===== config.mk =====
export PLATFORM = sky130hd
export DESIGN_NAME = inst_fetch_flat
export DESIGN_NICKNAME = d
export VERILOG_FILES = /design/src/rtl/inst_fetch_if.sv /design/src/rtl/inst_fetch.sv /design/src/flat_wrapper.sv
export SDC_FILE = /design/constraint.sdc
export NUM_CORES = 1
export LEC_CHECK = 0
export ABC_AREA = 1
export CORE_MARGIN = 8
export CORE_UTILIZATION = 47
export DETAILED_ROUTE_END_ITERATION = 16
export GPL_TIMING_DRIVEN = 0
export PLACE_DENSITY = 0.85
export SYNTH_ARGS = -nofsm -noshare
export SYNTH_HDL_FRONTEND = slang
export SYNTH_SLANG_ARGS = --single-unit

===== constraint.sdc =====
create_clock -name clk -period 4.2 [get_ports clk]
set_input_delay 0.42 -clock clk [delete_from_list [all_inputs] [get_ports clk]]
set_output_delay 0.42 -clock clk [all_outputs]
set_load 0.1 [all_outputs]

===== src/rtl/inst_fetch_if.sv =====
// -----------------------------------------------------------------------------
// inst_fetch_if
//   SRAM-like instruction bus between the fetch stage (master) and the
//   instruction memory (slave). At most one request is outstanding at a time.
//
//   inst_req      master -> slave  request valid
//   inst_wr       master -> slave  write enable (fetch only reads: always 0)
//   inst_size     master -> slave  access size (2'b10 = word)
//   inst_addr     master -> slave  request address
//   inst_addr_ok  slave  -> master request accepted this cycle
//   inst_data_ok  slave  -> master read data valid this cycle
//   inst_rdata    slave  -> master read data
// -----------------------------------------------------------------------------
interface inst_fetch_if;
  logic        inst_req;
  logic        inst_wr;
  logic [1:0]  inst_size;
  logic [31:0] inst_addr;
  logic        inst_addr_ok;
  logic        inst_data_ok;
  logic [31:0] inst_rdata;

  modport master (
    output inst_req, inst_wr, inst_size, inst_addr,
    input  inst_addr_ok, inst_data_ok, inst_rdata
  );

  modport slave (
    input  inst_req, inst_wr, inst_size, inst_addr,
    output inst_addr_ok, inst_data_ok, inst_rdata
  );
endinterface


===== src/rtl/inst_fetch.sv =====
// -----------------------------------------------------------------------------
// inst_fetch
//   Fetch stage feeding the decode stage. Owns the PC, issues one word read at a
//   time on the instruction bus, and presents each returned word with its
//   address in a registered output slot. A one-entry skid parks a response that
//   arrives while decode is stalled. A redirect restarts fetch at a new address
//   and discards any response still in flight. A misaligned PC produces a single
//   NOP with adel_f_o set, after which fetch waits for the next redirect.
//
//   clk            clock, all state updates on the rising edge
//   rst            synchronous reset, active high
//   bus            instruction bus (master side)
//   stall_d_i      decode cannot accept; the output slot holds its contents
//   redirect_i     one-cycle pulse: restart fetch at redirect_pc_i
//   redirect_pc_i  new fetch address
//   instr_d_o      instruction to decode
//   pc_d_o         address of instr_d_o
//   valid_d_o      instr_d_o / pc_d_o / adel_f_o are valid
//   adel_f_o       fetch address error for pc_d_o
// -----------------------------------------------------------------------------
module inst_fetch #(
  parameter logic [31:0] RESET_PC  = 32'hBFC0_0000,
  parameter logic [31:0] NOP_INSTR = 32'h0000_0000
) (
  input  logic         clk,
  input  logic         rst,
  inst_fetch_if.master bus,
  input  logic         stall_d_i,
  input  logic         redirect_i,
  input  logic [31:0]  redirect_pc_i,
  output logic [31:0]  instr_d_o,
  output logic [31:0]  pc_d_o,
  output logic         valid_d_o,
  output logic         adel_f_o
);

  typedef enum logic [1:0] {
    S_REQ   = 2'd0,  // idle, ready to issue a request
    S_WAIT  = 2'd1,  // one request outstanding
    S_HOLD  = 2'd2,  // response parked in the skid entry
    S_FAULT = 2'd3   // misaligned PC reported, waiting for a redirect
  } state_e;

  state_e      state_q,     state_d;
  logic [31:0] pc_q,        pc_d;
  logic        discard_q,   discard_d;
  logic [31:0] skid_instr_q, skid_instr_d;
  logic [31:0] skid_pc_q,   skid_pc_d;
  logic [31:0] out_instr_q, out_instr_d;
  logic [31:0] out_pc_q,    out_pc_d;
  logic        out_valid_q, out_valid_d;
  logic        out_adel_q,  out_adel_d;

  logic        req;
  logic        slot_free;
  logic        misaligned;
  logic [31:0] pc_prev;

  // The output slot can take a new entry when it is empty or being consumed.
  assign slot_free  = !out_valid_q || !stall_d_i;
  assign misaligned = (pc_q[1:0] != 2'b00);
  // pc_q advances on address acceptance, so the word returned in WAIT
  // belongs to the address one word behind it.
  assign pc_prev    = pc_q - 32'd4;

  // NOTE: every signal driven here gets a default before any branch, so no
  // path leaves a value unassigned and no latch is inferred.
  always_comb begin
    state_d      = state_q;
    pc_d         = pc_q;
    discard_d    = discard_q;
    skid_instr_d = skid_instr_q;
    skid_pc_d    = skid_pc_q;
    out_instr_d  = out_instr_q;
    out_pc_d     = out_pc_q;
    out_valid_d  = out_valid_q;
    out_adel_d   = out_adel_q;
    req          = 1'b0;

    // A consumed slot empties unless something is loaded below.
    if (slot_free) begin
      out_valid_d = 1'b0;
    end

    unique case (state_q)
      S_REQ: begin
        if (misaligned) begin
          if (slot_free) begin
            out_instr_d = NOP_INSTR;
            out_pc_d    = pc_q;
            out_adel_d  = 1'b1;
            out_valid_d = 1'b1;
            state_d     = S_FAULT;
          end
        end else begin
          req = 1'b1;
          if (bus.inst_addr_ok) begin
            pc_d    = pc_q + 32'd4;
            state_d = S_WAIT;
          end
        end
      end

      S_WAIT: begin
        if (bus.inst_data_ok) begin
          if (discard_q) begin
            discard_d = 1'b0;
            state_d   = S_REQ;
          end else if (slot_free) begin
            out_instr_d = bus.inst_rdata;
            out_pc_d    = pc_prev;
            out_adel_d  = 1'b0;
            out_valid_d = 1'b1;
            state_d     = S_REQ;
          end else begin
            skid_instr_d = bus.inst_rdata;
            skid_pc_d    = pc_prev;
            state_d      = S_HOLD;
          end
        end
      end

      S_HOLD: begin
        if (slot_free) begin
          out_instr_d = skid_instr_q;
          out_pc_d    = skid_pc_q;
          out_adel_d  = 1'b0;
          out_valid_d = 1'b1;
          state_d     = S_REQ;
        end
      end

      S_FAULT: begin
        // Only a redirect leaves this state.
      end

      default: begin
        state_d = S_REQ;
      end
    endcase

    // Redirect overrides everything above. A request accepted in the same
    // cycle, or one still outstanding, must have its response dropped.
    if (redirect_i) begin
      pc_d        = redirect_pc_i;
      out_valid_d = 1'b0;
      out_adel_d  = 1'b0;
      case (state_q)
        S_REQ: begin
          if (req && bus.inst_addr_ok) begin
            discard_d = 1'b1;
            state_d   = S_WAIT;
          end else begin
            state_d = S_REQ;
          end
        end
        S_WAIT: begin
          if (bus.inst_data_ok) begin
            discard_d = 1'b0;
            state_d   = S_REQ;
          end else begin
            discard_d = 1'b1;
            state_d   = S_WAIT;
          end
        end
        default: begin
          state_d = S_REQ;
        end
      endcase
    end
  end

  // NOTE: sequential state uses non-blocking assignments so every register
  // samples its _d value from before the edge, independent of statement order.
  always_ff @(posedge clk) begin
    if (rst) begin
      state_q     <= S_REQ;
      pc_q        <= RESET_PC;
      discard_q   <= 1'b0;
      out_instr_q <= 32'd0;
      out_pc_q    <= 32'd0;
      out_valid_q <= 1'b0;
      out_adel_q  <= 1'b0;
    end else begin
      state_q     <= state_d;
      pc_q        <= pc_d;
      discard_q   <= discard_d;
      out_instr_q <= out_instr_d;
      out_pc_q    <= out_pc_d;
      out_valid_q <= out_valid_d;
      out_adel_q  <= out_adel_d;
    end
  end

  // NOTE: the skid payload is not reset; it is only read in HOLD, which is
  // entered only after both fields have been written.
  always_ff @(posedge clk) begin
    skid_instr_q <= skid_instr_d;
    skid_pc_q    <= skid_pc_d;
  end

  assign bus.inst_req  = req && !rst;
  assign bus.inst_wr   = 1'b0;
  assign bus.inst_size = 2'b10;
  assign bus.inst_addr = pc_q;

  assign instr_d_o = out_instr_q;
  assign pc_d_o    = out_pc_q;
  assign valid_d_o = out_valid_q;
  assign adel_f_o  = out_adel_q;

endmodule


===== src/flat_wrapper.sv =====
// flat-port wrapper written by rule: the top's interface ports become plain ports
module inst_fetch_flat 
#(
  parameter logic [31:0] RESET_PC  = 32'hBFC0_0000,
  parameter logic [31:0] NOP_INSTR = 32'h0000_0000
)
  (clk, rst, stall_d_i, redirect_i, redirect_pc_i, instr_d_o, pc_d_o, valid_d_o, adel_f_o, bus_inst_req, bus_inst_wr, bus_inst_size, bus_inst_addr, bus_inst_addr_ok, bus_inst_data_ok, bus_inst_rdata);
  inst_fetch_if bus_i ();
  input  logic clk;
  input  logic rst;
  input  logic stall_d_i;
  input  logic redirect_i;
  input  logic [31:0] redirect_pc_i;
  output logic [31:0] instr_d_o;
  output logic [31:0] pc_d_o;
  output logic valid_d_o;
  output logic adel_f_o;
  output wire logic [$bits(bus_i.inst_req)-1:0] bus_inst_req;
  output wire logic [$bits(bus_i.inst_wr)-1:0] bus_inst_wr;
  output wire logic [$bits(bus_i.inst_size)-1:0] bus_inst_size;
  output wire logic [$bits(bus_i.inst_addr)-1:0] bus_inst_addr;
  input wire logic [$bits(bus_i.inst_addr_ok)-1:0] bus_inst_addr_ok;
  input wire logic [$bits(bus_i.inst_data_ok)-1:0] bus_inst_data_ok;
  input wire logic [$bits(bus_i.inst_rdata)-1:0] bus_inst_rdata;
  assign bus_inst_req = bus_i.inst_req;
  assign bus_inst_wr = bus_i.inst_wr;
  assign bus_inst_size = bus_i.inst_size;
  assign bus_inst_addr = bus_i.inst_addr;
  assign bus_i.inst_addr_ok = bus_inst_addr_ok;
  assign bus_i.inst_data_ok = bus_inst_data_ok;
  assign bus_i.inst_rdata = bus_inst_rdata;
  inst_fetch #(.RESET_PC(RESET_PC), .NOP_INSTR(NOP_INSTR)) u_core (.clk(clk), .rst(rst), .bus(bus_i), .stall_d_i(stall_d_i), .redirect_i(redirect_i), .redirect_pc_i(redirect_pc_i), .instr_d_o(instr_d_o), .pc_d_o(pc_d_o), .valid_d_o(valid_d_o), .adel_f_o(adel_f_o));
endmodule

==> results of run 1 <==
==> kinds of logic after synthesis <==
family          synth area share [%]
simple gates                    24.3
compound gates                  17.8
other cells                   0.0878
xor+xnor                        2.35
fa+ha+maj                      0.877
buf+inv                         8.45
flops                           46.1
==> per-layer routing <==
metal  track usage (%)  routed length (um)  vias to the layer above
li1                  -                   -                     4057
met5                 0                   0                        -
met1              32.8               12100                     4122
met4              9.65                 928                        0
met3              6.21                3120                       78
met2              42.8               14000                      500
==> placed cells by master, fill, tap and decap left out, types with 17 or more instances in the layout <==
master,n
clkbuf_1,34
xor2_1,23
buf_2,17
nand2_1,195
o21ai_1,57
o21ai_0,74
nor2_1,126
inv_1,72
a32oi_1,32
nand3_1,74
clkbuf_16,17
edfxtp_1,64
clkdlybuf4s50_1,166
dfxtp_1,101
a21oi_1,91
==> worst max-delay path, cell delays in order (launching register included) <==
cell and delay, ps:
dfxtp_1 340, inv_1 100, ha_1 250, nand3_1 160
nor2_1 160, clkdlybuf4s50_1 1160
==> final cells by class <==
cell class                 count  area, um^2
fill                        1541        6740
sequential                   165        3940
multi-input combinational    764        3900
timing repair buffer         168        1700
clock buffer                  17         425
buffer                        74         408
inverter                      84         315
tap                          229         287
clock inverter                15         185
==> per-stage QoR <==
step	instances	TNS (ps)
after detailed placement	1484	0
after global routing	1516	0
after global placement	1482	-7.25
after CTS	1516	0
final	1516	0
after floorplan	1087	0
==> registers in the layout, summed over array words and instances (netlist names) <==
register and cells:
u_core.valid_d_o 1, u_core.skid_instr_q 32, u_core.state_q 2, u_core.adel_f_o 1
u_core.instr_d_o 32, u_core.skid_pc_q 32, u_core.pc_d_o 32, u_core.discard_q 1
u_core.bus.inst_addr 32
==> synthesized netlist by cell type (all sizes together) <==
| cell type | n |
|---|---|
| a32oi | 32 |
| a21oi | 91 |
| and2 | 5 |
| inv | 84 |
| buf | 37 |
| or3 | 1 |
| dfxtp | 101 |
| clkbuf | 37 |
| o21a | 1 |
| xor2 | 23 |
| nor3 | 6 |
| o21ai | 132 |
| edfxtp | 64 |
| o221ai | 1 |
| a22oi | 2 |
| o31ai | 1 |
| nor2 | 147 |
| a31oi | 10 |
| o211ai | 1 |
| conb | 2 |
| nand2 | 209 |
| or2 | 1 |
| a211oi | 2 |
| nand4 | 10 |
| ha | 6 |
| nand3 | 80 |
==> worst paths after layout <==
path / end / slack [ps] / cells after the start
hold / removal: u_core.discard_q / 380 / 3
setup reg to reg: u_core.instr_d_o[3] / 1760 / 7
hold reg to reg: u_core.adel_f_o / 490 / 2
setup / recovery: bus_inst_req / 1180 / 5
==> report_power, final <==
part           total [mW]  internal (mW)  switching [mW]
Combinational        3.18          0.744            2.43
Sequential           2.03           1.88           0.150
Clock                1.61          0.854           0.754
==> impl_results.md, run 1 <==
- Status: finished, final reports clean
- Routed len/inst: 19.9 um
- Die Y: 151 um
- Share of cells above drive strength 1: 9.87%
- Worst hold path startpoint: redirect_i
- Drt pass-1 iters: 8
- Hold Slack: 384 ps
- DIE WIDTH: 151 um
- Starting Density: 47.8%
- Core area: 17,900 um^2
- TritonCTS clock tree: yes
- Utilization after layout: between 60 and 70%
- Final Hold Viols: 0
- Final Setup Violations: 0
- Post-synth top area share: between 20% and 30%
- GR Overflow Total: 0
- Worst setup startpoint: u_core.state_q[0]
- FP Rows: 49
- CTS Root Cell: clkbuf_16
- Placer Congestion: 0.971
- Pre-CTS setup slack: ~1300 ps
- VDD IR max: 0.575 mV
- # diodes: 0
- Max Cap Viol: 0
- Overall Power: 6.81 mW
- Crit Reg-Reg Startpoint: u_core.state_q[1]
- Synth area leaders: dfxtp_1 (24%), edfxtp_1 (22%), nand2_1 (8.6%)
- Slew margin rel.: 29.5%
- DRT iter0 DRCs: 748
- Total Nets Final: 1,350
- CP Class: reg2out
- Syn Area/Cell: 7.88 um^2
- CTS resizes: 0
- H-Tree Level Count: 4
- Skew final: 10.7 ps
- Max FO, Critical Path: 4
- Via count of the routed design: 8,757
- Gr usage total: a little over a quarter
- DP Area: 10,600 um^2
- Final period util: 72.0%
- Max Buffers Root-to-Sink: 2
- Final worst slack: 1180 ps
- RSZ-0062 raised after global routing: false
- IO Port Bufs: 166
- Mapped Area: 8560 um^2
- Pin count of the biggest net entering global routing: 34
- Pwr Density: just over 600 nW/um^2
- Vias in the first global route: 8,488
- Post-synthesis cell type count: 40
- Fmax achieved: 331 MHz
- Post-CTS setup buffers: 0
- FF+latch count, synth: around 170
- Slew Limit Fails: 0
- # DRC: 0
- Synthesized instance count: roughly 1,100
- Final WL: approximately 30,000 um
- CTS Buf Count: 17
- Arrival time at the worst endpoint: about 2600 ps
- Yosys top cell by area: dfxtp_1
- Worst skew pair latency: 440 ps
- Hold-fix buffers, CTS: 0
- Antenna Nets Post-Route: 0
- Worst setup SP type: flip-flop
- CTS Sinks: 165
- Global-route wire length before repair: about 46,000 um
- Initial antenna violation count: 0
- Post-layout min period: 3020 ps
- Hold WC Path Type: in2reg
- LEAKAGE: 4.17 nW
- Drt via density: ~5.8
- YS warnings: 0
- Seq/Total Area, Yosys: 46.1%
- Final instance area: between 10,000 and 15,000 um^2
- Clock-pin transition on the worst setup and hold timing paths: 80 ps
- Die area: 22,800 um^2
- DP HPWL: 22,200 um
- # IOs: 172
- Syn-to-layout area delta: 30.5%
- Crit path required time: 3780 ps
- Crit path capture type: output port
- Worst Tran Pin Value: 1050 ps
Power figures use the tool's default switching activity.
==> run 2, diff against run 1 <==
clock period = 2.77 ns   (was 4.2 ns; I/O delays follow)
==> impl_results.md, run 2 (synthesis gave the netlist of run 1 again) <==
- Worst Tran Pin Value: 1050 ps
- Int Power: a little over 5 mW
- Placer Congestion: 0.990
- Antenna Nets Post-Route: 0
- CP max stage cell: clkdlybuf4s50_1
- Status: finished, final reports clean
- CP Cell Sequence: clkdlybuf4s50_1
- Drt via density: 5.67
- FP Rows: 49
- # diodes: 0
- Multi-input logic area: 3900 um^2
- IO Port Bufs: 166
- Final period util: 91.5%
- TritonCTS clock tree: yes
- Worst skew pair latency: 440 ps
- Most common cell after layout, fill and taps aside: nand2_1
- LEAKAGE: 4.14 nW
- Pre-CTS setup slack: 156 ps
- Clock-pin transition on the worst setup and hold timing paths: 70 ps
- Max FO, Critical Path: 8
- Initial antenna violation count: 0
- DIE WIDTH: 151 um
- Crit path required time: 2490 ps
- Die area: ~23,000 um^2
- GR Overflow Total: 0
- DP HPWL: 21,700 um
- Switch Pwr: 4.98 mW
- Crit path capture type: output port
- CP Class: reg2out
- Skew final: 7.38 ps
- Max Buffers Root-to-Sink: 2
- Total Nets Final: 1,350
- DP Area: 10,600 um^2
- Drt pass-1 iters: 6
- Sequential fraction of design power: 30.4%
- Final WL: between 20,000 and 30,000 um
- CP bufs+invs: 1
- Max Cap Viol: 0
- Non-Filler Instances: 1,516
- RSZ-0062 raised after global routing: false
- # IOs: 172
- Share of cells above drive strength 1: 9.79%
- CTS Sinks: 165
- Post-CTS setup buffers: 0
- Combinational power share: 47.4%
- Arrival time at the worst endpoint: between 2000 and 2500 ps
- Utilization after layout: about 62%
- CP delay by family, top: buffers and inverters
- Post-layout min period: 2540 ps
- Clock power share: 22.3%
- Fmax achieved: 394 MHz
- Die Y: 151 um
- Placed cells: 1,484
- Gr usage total: roughly 26%
- Slew Limit Fails: 0
- Final worst slack: 235 ps
- Register area: 3950 um^2
- DRT iter0 DRCs: 879
- Worst setup SP type: flip-flop
- Vias in the first global route: roughly 8,500
- Syn-to-layout area delta: 29.8%
- Final Setup Violations: 0
- Commonest cells after routing, fill and taps aside: nand2_1 (195), clkdlybuf4s50_1 (165), nor2_1 (126), dfxtp_1 (100), a21oi_1 (91)
- Final instance area: 11,100 um^2
- H-Tree Level Count: 4
- Routed len/inst: 19.4 um
- Sw Share: about 50%
- # DRC: 0
- Pwr Density: 912 nW/um^2
- Global-route wire length before repair: between 40,000 and 50,000 um
- Core area: 17,900 um^2
- CTS Root Cell: clkbuf_16
- Overall Power: 10.1 mW
- Hold WC Path Type: in2reg
- Starting Density: 47.8%
- Slew margin rel.: 29.9%
- Via count of the routed design: ~8,600
- Final Hold Viols: 0
- Fill cells: 1,604
- CTS Buf Count: 17
- Pin count of the biggest net entering global routing: 34
- VDD IR max: just over 0.9 mV
- CP peak stage delay: 1240 ps
## run 2: worst min-delay path: cells and delay by family
family	cells	cell delay [ps]
and+or+nand+nor	1	100
AOI/OAI and AO/OA	1	50
buffers and inverters	1	180
## run 2: layout make-up
| type | count | area share, % |
|---|---|---|
| well taps | 229 | 2.58 |
| multi-input cells | 764 | 35.1 |
| flip-flops and latches | 165 | 35.5 |
| plain buffers | 74 | 3.67 |
| repair buffers | 168 | 15.3 |
| inverters | 84 | 2.84 |
| clock inverters | 14 | 1.07 |
| clock buffers | 18 | 3.87 |
## run 2: metal layers
metal	vias up	track usage [%]	share of wire, %
li1	4039	-	-
met3	55	6.75	11
met4	0	10.4	3.3
met5	-	0	0
met1	4030	33.0	40
met2	468	41.2	45
## run 2: timing repair
action,in CTS,in global routing
resized for setup,1,0
endpoints found under the setup margin,1,0
hold buffers,0,0
## run 2: metrics by stage
step	TNS [ps]	hold WS (ps)
6_report	0	224
2_1_floorplan	0	376
5_1_grt	0	247
3_5_place_dp	0	478
4_1_cts	0	216
3_3_place_gp	-14890	464
## run 2: worst paths after layout
path	from	to	slack [ps]	depth (start not counted)
min reg2reg	u_core.adel_f_o	u_core.adel_f_o	480	2
min	redirect_i	u_core.discard_q	220	3
max	u_core.bus.inst_addr[29]	bus_inst_addr[29]	230	1
max reg2reg	u_core.state_q[1]	u_core.instr_d_o[1]	370	7
## run 2: power by group through the flow
| stage | Sequential, mW | Clock [mW] | Combinational (mW) |
|---|---|---|---|
| CTS | 3.07 | 2.25 | 4.77 |
| global placement | 3.11 | 0 | 4.71 |
| floorplan | 5.19 | 0 | 1.41 |
| detailed placement | 3.12 | 0 | 4.75 |
| finish | 3.08 | 2.25 | 4.80 |
| global route | 3.11 | 2.35 | 5.02 |
